**config.mk**
```make
export PLATFORM = sky130hd
export DESIGN_NAME = int_div_rem_rn
export DESIGN_NICKNAME = d
export VERILOG_FILES = /design/src/rtl/int_div_rem_rn.sv
export SDC_FILE = /design/constraint.sdc
export NUM_CORES = 1
export LEC_CHECK = 0
export ABC_CLOCK_PERIOD_IN_PS = 6700
export BUFFER_PORTS_ARGS = -buffer_cell sky130_fd_sc_hd__buf_2
export CAP_MARGIN = 20
export CORE_UTILIZATION = 50
export DETAILED_ROUTE_END_ITERATION = 16
export GPL_TIMING_DRIVEN = 0
export PLACE_DENSITY = 0.79
export SLEW_MARGIN = 5
export SYNTH_ARGS = -nofsm -noshare
export SYNTH_HDL_FRONTEND = slang
export SYNTH_SLANG_ARGS = --single-unit
```
**constraint.sdc**
```tcl
create_clock -name clk -period 6.7 [get_ports clk]
set_input_delay 1.34 -clock clk [delete_from_list [all_inputs] [get_ports clk]]
set_output_delay 1.34 -clock clk [all_outputs]
set_load 0.05 [all_outputs]
```
**src/rtl/int_div_rem_rn.sv**
```systemverilog
// int_div_rem_rn: iterative DIV/DIVU/REM/REMU unit for the execute stage.
// Restoring divider, BITS_PER_CYCLE quotient bits per clock, tag carried along.
module int_div_rem_rn #(
   parameter int WIDTH          = 32,
   parameter int BITS_PER_CYCLE = 1,
   parameter int TAG_W          = 5,
   parameter int EARLY_OUT      = 1
) (
   input  logic             clk,
   input  logic             rst,
   input  logic             flush,
   input  logic             in_valid,
   output logic             in_ready,
   input  logic [1:0]       in_op,
   input  logic [WIDTH-1:0] in_a,
   input  logic [WIDTH-1:0] in_b,
   input  logic [TAG_W-1:0] in_tag,
   output logic             out_valid,
   input  logic             out_ready,
   output logic [WIDTH-1:0] out_result,
   output logic [TAG_W-1:0] out_tag,
   output logic             out_dbz,
   output logic             out_ovf,
   output logic             busy,
   output logic [TAG_W-1:0] busy_tag
);

   localparam int N     = WIDTH / BITS_PER_CYCLE;
   localparam int CNT_W = (N > 1) ? $clog2(N) : 1;
   localparam logic [WIDTH-1:0] INT_MIN = {1'b1, {(WIDTH-1){1'b0}}};

   typedef enum logic [2:0] {
      IDLE,
      LOAD,
      ITER,
      FIX,
      OUT
   } state_t;

   state_t state, state_n;

   logic [1:0]       op_r;
   logic [WIDTH-1:0] a_r;
   logic [WIDTH-1:0] b_r;
   logic [TAG_W-1:0] tag_r;
   logic [WIDTH-1:0] acc_r;
   logic [WIDTH-1:0] q_r;
   logic [CNT_W-1:0] cnt_r;
   logic             qsign_r;
   logic             rsign_r;
   logic [WIDTH-1:0] res_r;
   logic             dbz_r;
   logic             ovf_r;
   logic             busy_r;
   logic [TAG_W-1:0] btag_r;

   logic             accept;
   logic             in_dbz;
   logic             in_ovf;
   logic             special;
   logic [WIDTH-1:0] special_res;

   logic             sgn;
   logic             sa;
   logic             sb;
   logic [WIDTH-1:0] a_abs;
   logic [WIDTH-1:0] b_abs;
   logic             early;

   logic [WIDTH:0]   acc_n;
   logic [WIDTH-1:0] q_n;
   logic [WIDTH-1:0] q_fix;
   logic [WIDTH-1:0] r_fix;
   logic [WIDTH-1:0] fix_res;

   assign in_ready = ~flush & ((state == IDLE) | ((state == OUT) & out_ready));
   assign accept   = in_valid & in_ready;

   // Early resolution of divide-by-zero and signed overflow at accept
   always_comb begin
      in_dbz      = (in_b == '0);
      in_ovf      = ~in_dbz & ~in_op[0] & (in_a == INT_MIN) & (in_b == '1);
      special     = in_dbz | in_ovf;
      special_res = '0;
      if (in_dbz) special_res = in_op[1] ? in_a : '1;
      else        special_res = in_op[1] ? '0 : in_a;
   end

   // Operand magnitudes and early-out test for the LOAD cycle
   always_comb begin
      sgn   = ~op_r[0];
      sa    = sgn & a_r[WIDTH-1];
      sb    = sgn & b_r[WIDTH-1];
      a_abs = sa ? -a_r : a_r;
      b_abs = sb ? -b_r : b_r;
      early = (EARLY_OUT != 0) && (a_abs < b_abs);
   end

   // Chained restoring steps; b_r holds |b| once iterating
   always_comb begin
      acc_n = {1'b0, acc_r};
      q_n   = q_r;
      for (int i = 0; i < BITS_PER_CYCLE; i++) begin
         acc_n = {acc_n[WIDTH-1:0], q_n[WIDTH-1]};
         q_n   = {q_n[WIDTH-2:0], 1'b0};
         if (acc_n >= {1'b0, b_r}) begin
            acc_n  = acc_n - {1'b0, b_r};
            q_n[0] = 1'b1;
         end
      end
   end

   // Sign fix-up and result selection
   always_comb begin
      q_fix   = qsign_r ? -q_r : q_r;
      r_fix   = rsign_r ? -acc_r : acc_r;
      fix_res = op_r[1] ? r_fix : q_fix;
   end

   // State register
   always_ff @(posedge clk or posedge rst) begin
      if (rst) state <= IDLE;
      else     state <= state_n;
   end

   // Next-state logic
   always_comb begin
      state_n = state;
      if (flush) begin
         state_n = IDLE;
      end else begin
         unique case (state)
            IDLE: if (accept) state_n = special ? OUT : LOAD;
            LOAD: state_n = early ? OUT : ITER;
            ITER: if (cnt_r == CNT_W'(N - 1)) state_n = FIX;
            FIX:  state_n = OUT;
            OUT: begin
               if (out_ready) begin
                  if (accept) state_n = special ? OUT : LOAD;
                  else        state_n = IDLE;
               end
            end
            default: state_n = IDLE;
         endcase
      end
   end

   // Datapath, result and bookkeeping registers
   always_ff @(posedge clk or posedge rst) begin
      if (rst) begin
         op_r    <= '0;
         a_r     <= '0;
         b_r     <= '0;
         tag_r   <= '0;
         acc_r   <= '0;
         q_r     <= '0;
         cnt_r   <= '0;
         qsign_r <= 1'b0;
         rsign_r <= 1'b0;
         res_r   <= '0;
         dbz_r   <= 1'b0;
         ovf_r   <= 1'b0;
         busy_r  <= 1'b0;
         btag_r  <= '0;
      end else if (flush) begin
         dbz_r  <= 1'b0;
         ovf_r  <= 1'b0;
         busy_r <= 1'b0;
         btag_r <= '0;
      end else begin
         if (accept) begin
            op_r   <= in_op;
            a_r    <= in_a;
            b_r    <= in_b;
            tag_r  <= in_tag;
            busy_r <= 1'b1;
            btag_r <= in_tag;
            dbz_r  <= in_dbz;
            ovf_r  <= in_ovf;
            if (special) res_r <= special_res;
         end else if ((state == OUT) && out_ready) begin
            busy_r <= 1'b0;
            btag_r <= '0;
         end
         case (state)
            LOAD: begin
               acc_r   <= '0;
               q_r     <= a_abs;
               b_r     <= b_abs;
               cnt_r   <= '0;
               qsign_r <= sa ^ sb;
               rsign_r <= sa;
               if (early) res_r <= op_r[1] ? a_r : '0;
            end
            ITER: begin
               acc_r <= acc_n[WIDTH-1:0];
               q_r   <= q_n;
               cnt_r <= cnt_r + CNT_W'(1);
            end
            FIX: res_r <= fix_res;
            default: ;
         endcase
      end
   end

   assign out_valid  = (state == OUT);
   assign out_result = res_r;
   assign out_tag    = tag_r;
   assign out_dbz    = dbz_r;
   assign out_ovf    = ovf_r;
   assign busy       = busy_r;
   assign busy_tag   = btag_r;

endmodule
```
==> key figures <==
Global routing
  – All-Layer GR Usage: 38.3%
  – Global-route wire length before repair: 84,200 um
  – M3 GR Usage: 7.13%
  – Global routing's busiest layer: met2
  – Met1 Usage GRT: 48.0%
  – Initial antenna violation count: 1
  – Vias in the first global route: 14.8k
  – Total gr overflow: 0
  – Largest net degree at the start of global routing: 114
  – Met2 GRT Util: 60.7%

Finish
  – Register area: 4630 um^2
  – Syn-to-layout area delta: 11.9%
  – Multi-input gate area: 9070 um^2
  – Non-Filler Instances: 2,341
  – Final layout net count: 2,095
  – Design Area, Final: 16,100 um^2
  – Layout cells sized above 1: 9.89%
  – Layout Utilization: 57.4%
  – Filler cells: 2,618

Yosys
  – Yosys cell types: 80
  – Synth cell count leaders: nand2_1 (305), dfrtp_1 (185), o21ai_0 (145), a21oi_1 (130), clkbuf_1 (100)
  – Sequential fraction of the synthesis area: 32.1%
  – Register bit total from synthesis: 185
  – Synth Area per Inst: 7.97 um^2
  – Top FF cell, synth: dfrtp_1
  – Area leader, netlist: dfrtp_1
  – Mapped Nets: 1,953
  – Top post-synthesis cells by area: dfrtp_1 (32%), nand2_1 (7.9%), ha_1 (6.0%)
  – Top cell type's share of synthesized area: 32.1%
  – Post-Synthesis Cell Area: 14,400 um^2
  – Syn. warnings: 0
  – Cells after Synth: 1,807
  – Post-synthesis async set-or-reset flop share: 100%
  – Most frequent cell after synthesis: nand2_1
  – EDFF count, synth: 0

Clock network
  – PostCTS Resize Cnt: 0
  – CTS root buf: clkbuf_16
  – Clk Latency, worst-skew pair: 460 ps
  – Setup Buffers After CTS: 0
  – CTS tree: done
  – CTS Sinks: 185
  – H-tree Lvls: 4
  – Num CTS Buffers: 17
  – Worst-case clock buffer depth: 2
  – CTS Hold Bufs: 0
  – Reg clk slew, reported paths: 80 ps

Worst setup path
  – CP endpoint kind: flop
  – Critical path class: reg2reg
  – Crit-path leading delay family: compound AO/OA/AOI/OAI gates
  – Worst Path Buf+Inv: 1
  – Arr. time, crit path: 6370 ps
  – Data required time of the worst path: 7070 ps
  – Cell Chain, Critical Path: or4_1 -> or3_1 -> nand4b_4 -> or3_1 -> o31ai_1 -> xnor2_1 -> ha_1 -> nand4_1 -> nor3_1 -> a221o_1 -> a31oi_1 -> o21ai_0 -> a21oi_1 -> o21ai_1 -> a21o_1 -> clkbuf_1 -> o2bb2ai_1
  – Worst-path maximum fanout: 10
  – Critical Path Max Stage Delay: 780 ps
  – Setup crit start kind: flop
  – Most used cell, CP: or3_1
  – Worst-path cell with the longest stage delay: o21ai_1

Power
  – Pwr Total: 9.81 mW
  – PD cells: 609 nW/um^2
  – P_leak: 7.16 nW
  – Maximum vdd drop: 0.267 mV

Die
  – IO Pins: 123
  – Die X: 172 um
  – Initial Util: 51.3%
  – # rows: 61
  – Core Region: 28,100 um^2
  – Die Height: 172 um
  – Die ar.: 29,500 um^2

STA
  – Tmin final: 6000 ps
  – F_max: 167 MHz
  – Slew Limit Fails: 0
  – Worst clock skew: 15.7 ps
  – Final worst setup slack: 702 ps
  – Rel. slew slack: 28.9%
  – Slew @ Worst Pin: 1040 ps
  – Unrepaired setup endpoints after global routing: no
  – Final hold vios: 0
  – Final count of negative-setup-slack endpoints: 0
  – Period utilisation layout: 89.5%

Hold path
  – HP Class: reg2reg

Drt
  – Routed len/inst: 23.8 um
  – Drt first pass iters: 9
  – Residual DRC: 0
  – Iter 0 DRT Violations: 1,841
  – Routed Antenna Nets: 0
  – WL final: 55,600 um
  – Via-per-instance ratio: 6.60
  – Vias: 15.5k

Run
  – Maxcap violations: 0

Place
  – Port Buf Inserts: 121
  – Placement Cell Area: 15,500 um^2
  – Final HPWL from detailed placement: 43,500 um
  – Worst slack, placed: 875 ps
  – RD Place Congestion: 1.04
  – Placed Cells: 2,307

Status
  – Outcome: finished clean
==> cells by family after synthesis <==
family | Yosys count | synth area share, %
simple gates | 640 | 21.3
mux | 24 | 1.67
flops | 185 | 32.1
xor+xnor | 143 | 8.69
fa+ha+maj | 70 | 6.13
buf+inv | 187 | 4.95
compound gates | 558 | 25.1
==> sequential cells by signal, summed over array words and instances (netlist names), 5 cells and up <==
name        cells
busy_tag        5
q_r            32
acc_r          32
b_r            32
out_tag         5
cnt_r           5
a_r            32
out_result     32
==> stage by stage <==
step | setup TNS, ps | hold slack, ps
final | 0 | 478
after global routing | 0 | 498
after CTS | 0 | 480
after detailed placement | 0 | 460
after global placement | -344490 | 454
after floorplan | 0 | 473
==> layout by cell type, fill, tap and decap left out, types with 37 or more instances in the layout <==
cell type | netlist | layout
a21oi_1 | 130 | 130
o21ai_0 | 145 | 145
ha_1 | 69 | 69
xnor2_1 | 93 | 93
clkbuf_1 | 100 | 100
nor3_1 | 37 | 37
nand4_1 | 39 | 39
xor2_1 | 50 | 50
nand2_1 | 305 | 305
buf_2 | 9 | 131
dfrtp_1 | 185 | 185
inv_1 | 74 | 73
nor2_1 | 96 | 96
==> layout make-up <==
| type | instances | area share (%) |
|---|---|---|
| multi-input cells | 1435 | 56.2 |
| flip-flops and latches | 185 | 28.7 |
| repair buffers | 123 | 3.96 |
| well taps | 378 | 2.93 |
| plain buffers | 113 | 2.70 |
| clock buffers | 17 | 2.64 |
| inverters | 74 | 1.77 |
| clock inverters | 15 | 1.02 |
| diodes | 1 | 0.0155 |
==> worst paths after layout <==
path	to	slack, ps	depth (start not counted)	start
worst max register to register	out_result[4]$_DFFE_PP0N_	700	17	b_r[6]$_DFFE_PP0P_
worst max-delay path	out_result[4]$_DFFE_PP0N_	700	17	b_r[6]$_DFFE_PP0P_
worst min register to register	busy_tag[4]$_DFFE_PP0P_	480	2	busy_tag[4]$_DFFE_PP0P_
min in group asynchronous	busy_tag[0]$_DFFE_PP0P_	1050	2	rst
worst min-delay path	busy_tag[4]$_DFFE_PP0P_	480	2	busy_tag[4]$_DFFE_PP0P_
max in group asynchronous	b_r[15]$_DFFE_PP0P_	4780	3	rst
==> power breakdown <==
part	leakage, nW	total, mW	internal, mW	switching [mW]
registers	2.33	2.29	1.60	0.686
logic	4.55	6.47	2.22	4.25
clock network	0.285	1.05	0.501	0.553
==> tightest hold or removal path, cell delays in order (launching register included) <==
cell and delay, ps:
dfrtp_1 340, nand2_1 50, nand2_1 50
==> layer usage <==
layer / wire (um) / part of all wire [%]
met1: 21700 / 39
met4: 3470 / 6.2
met3: 6000 / 11
met2: 24500 / 44
met5: 0 / 0
Note: power is estimated with default switching activity, not from simulation.
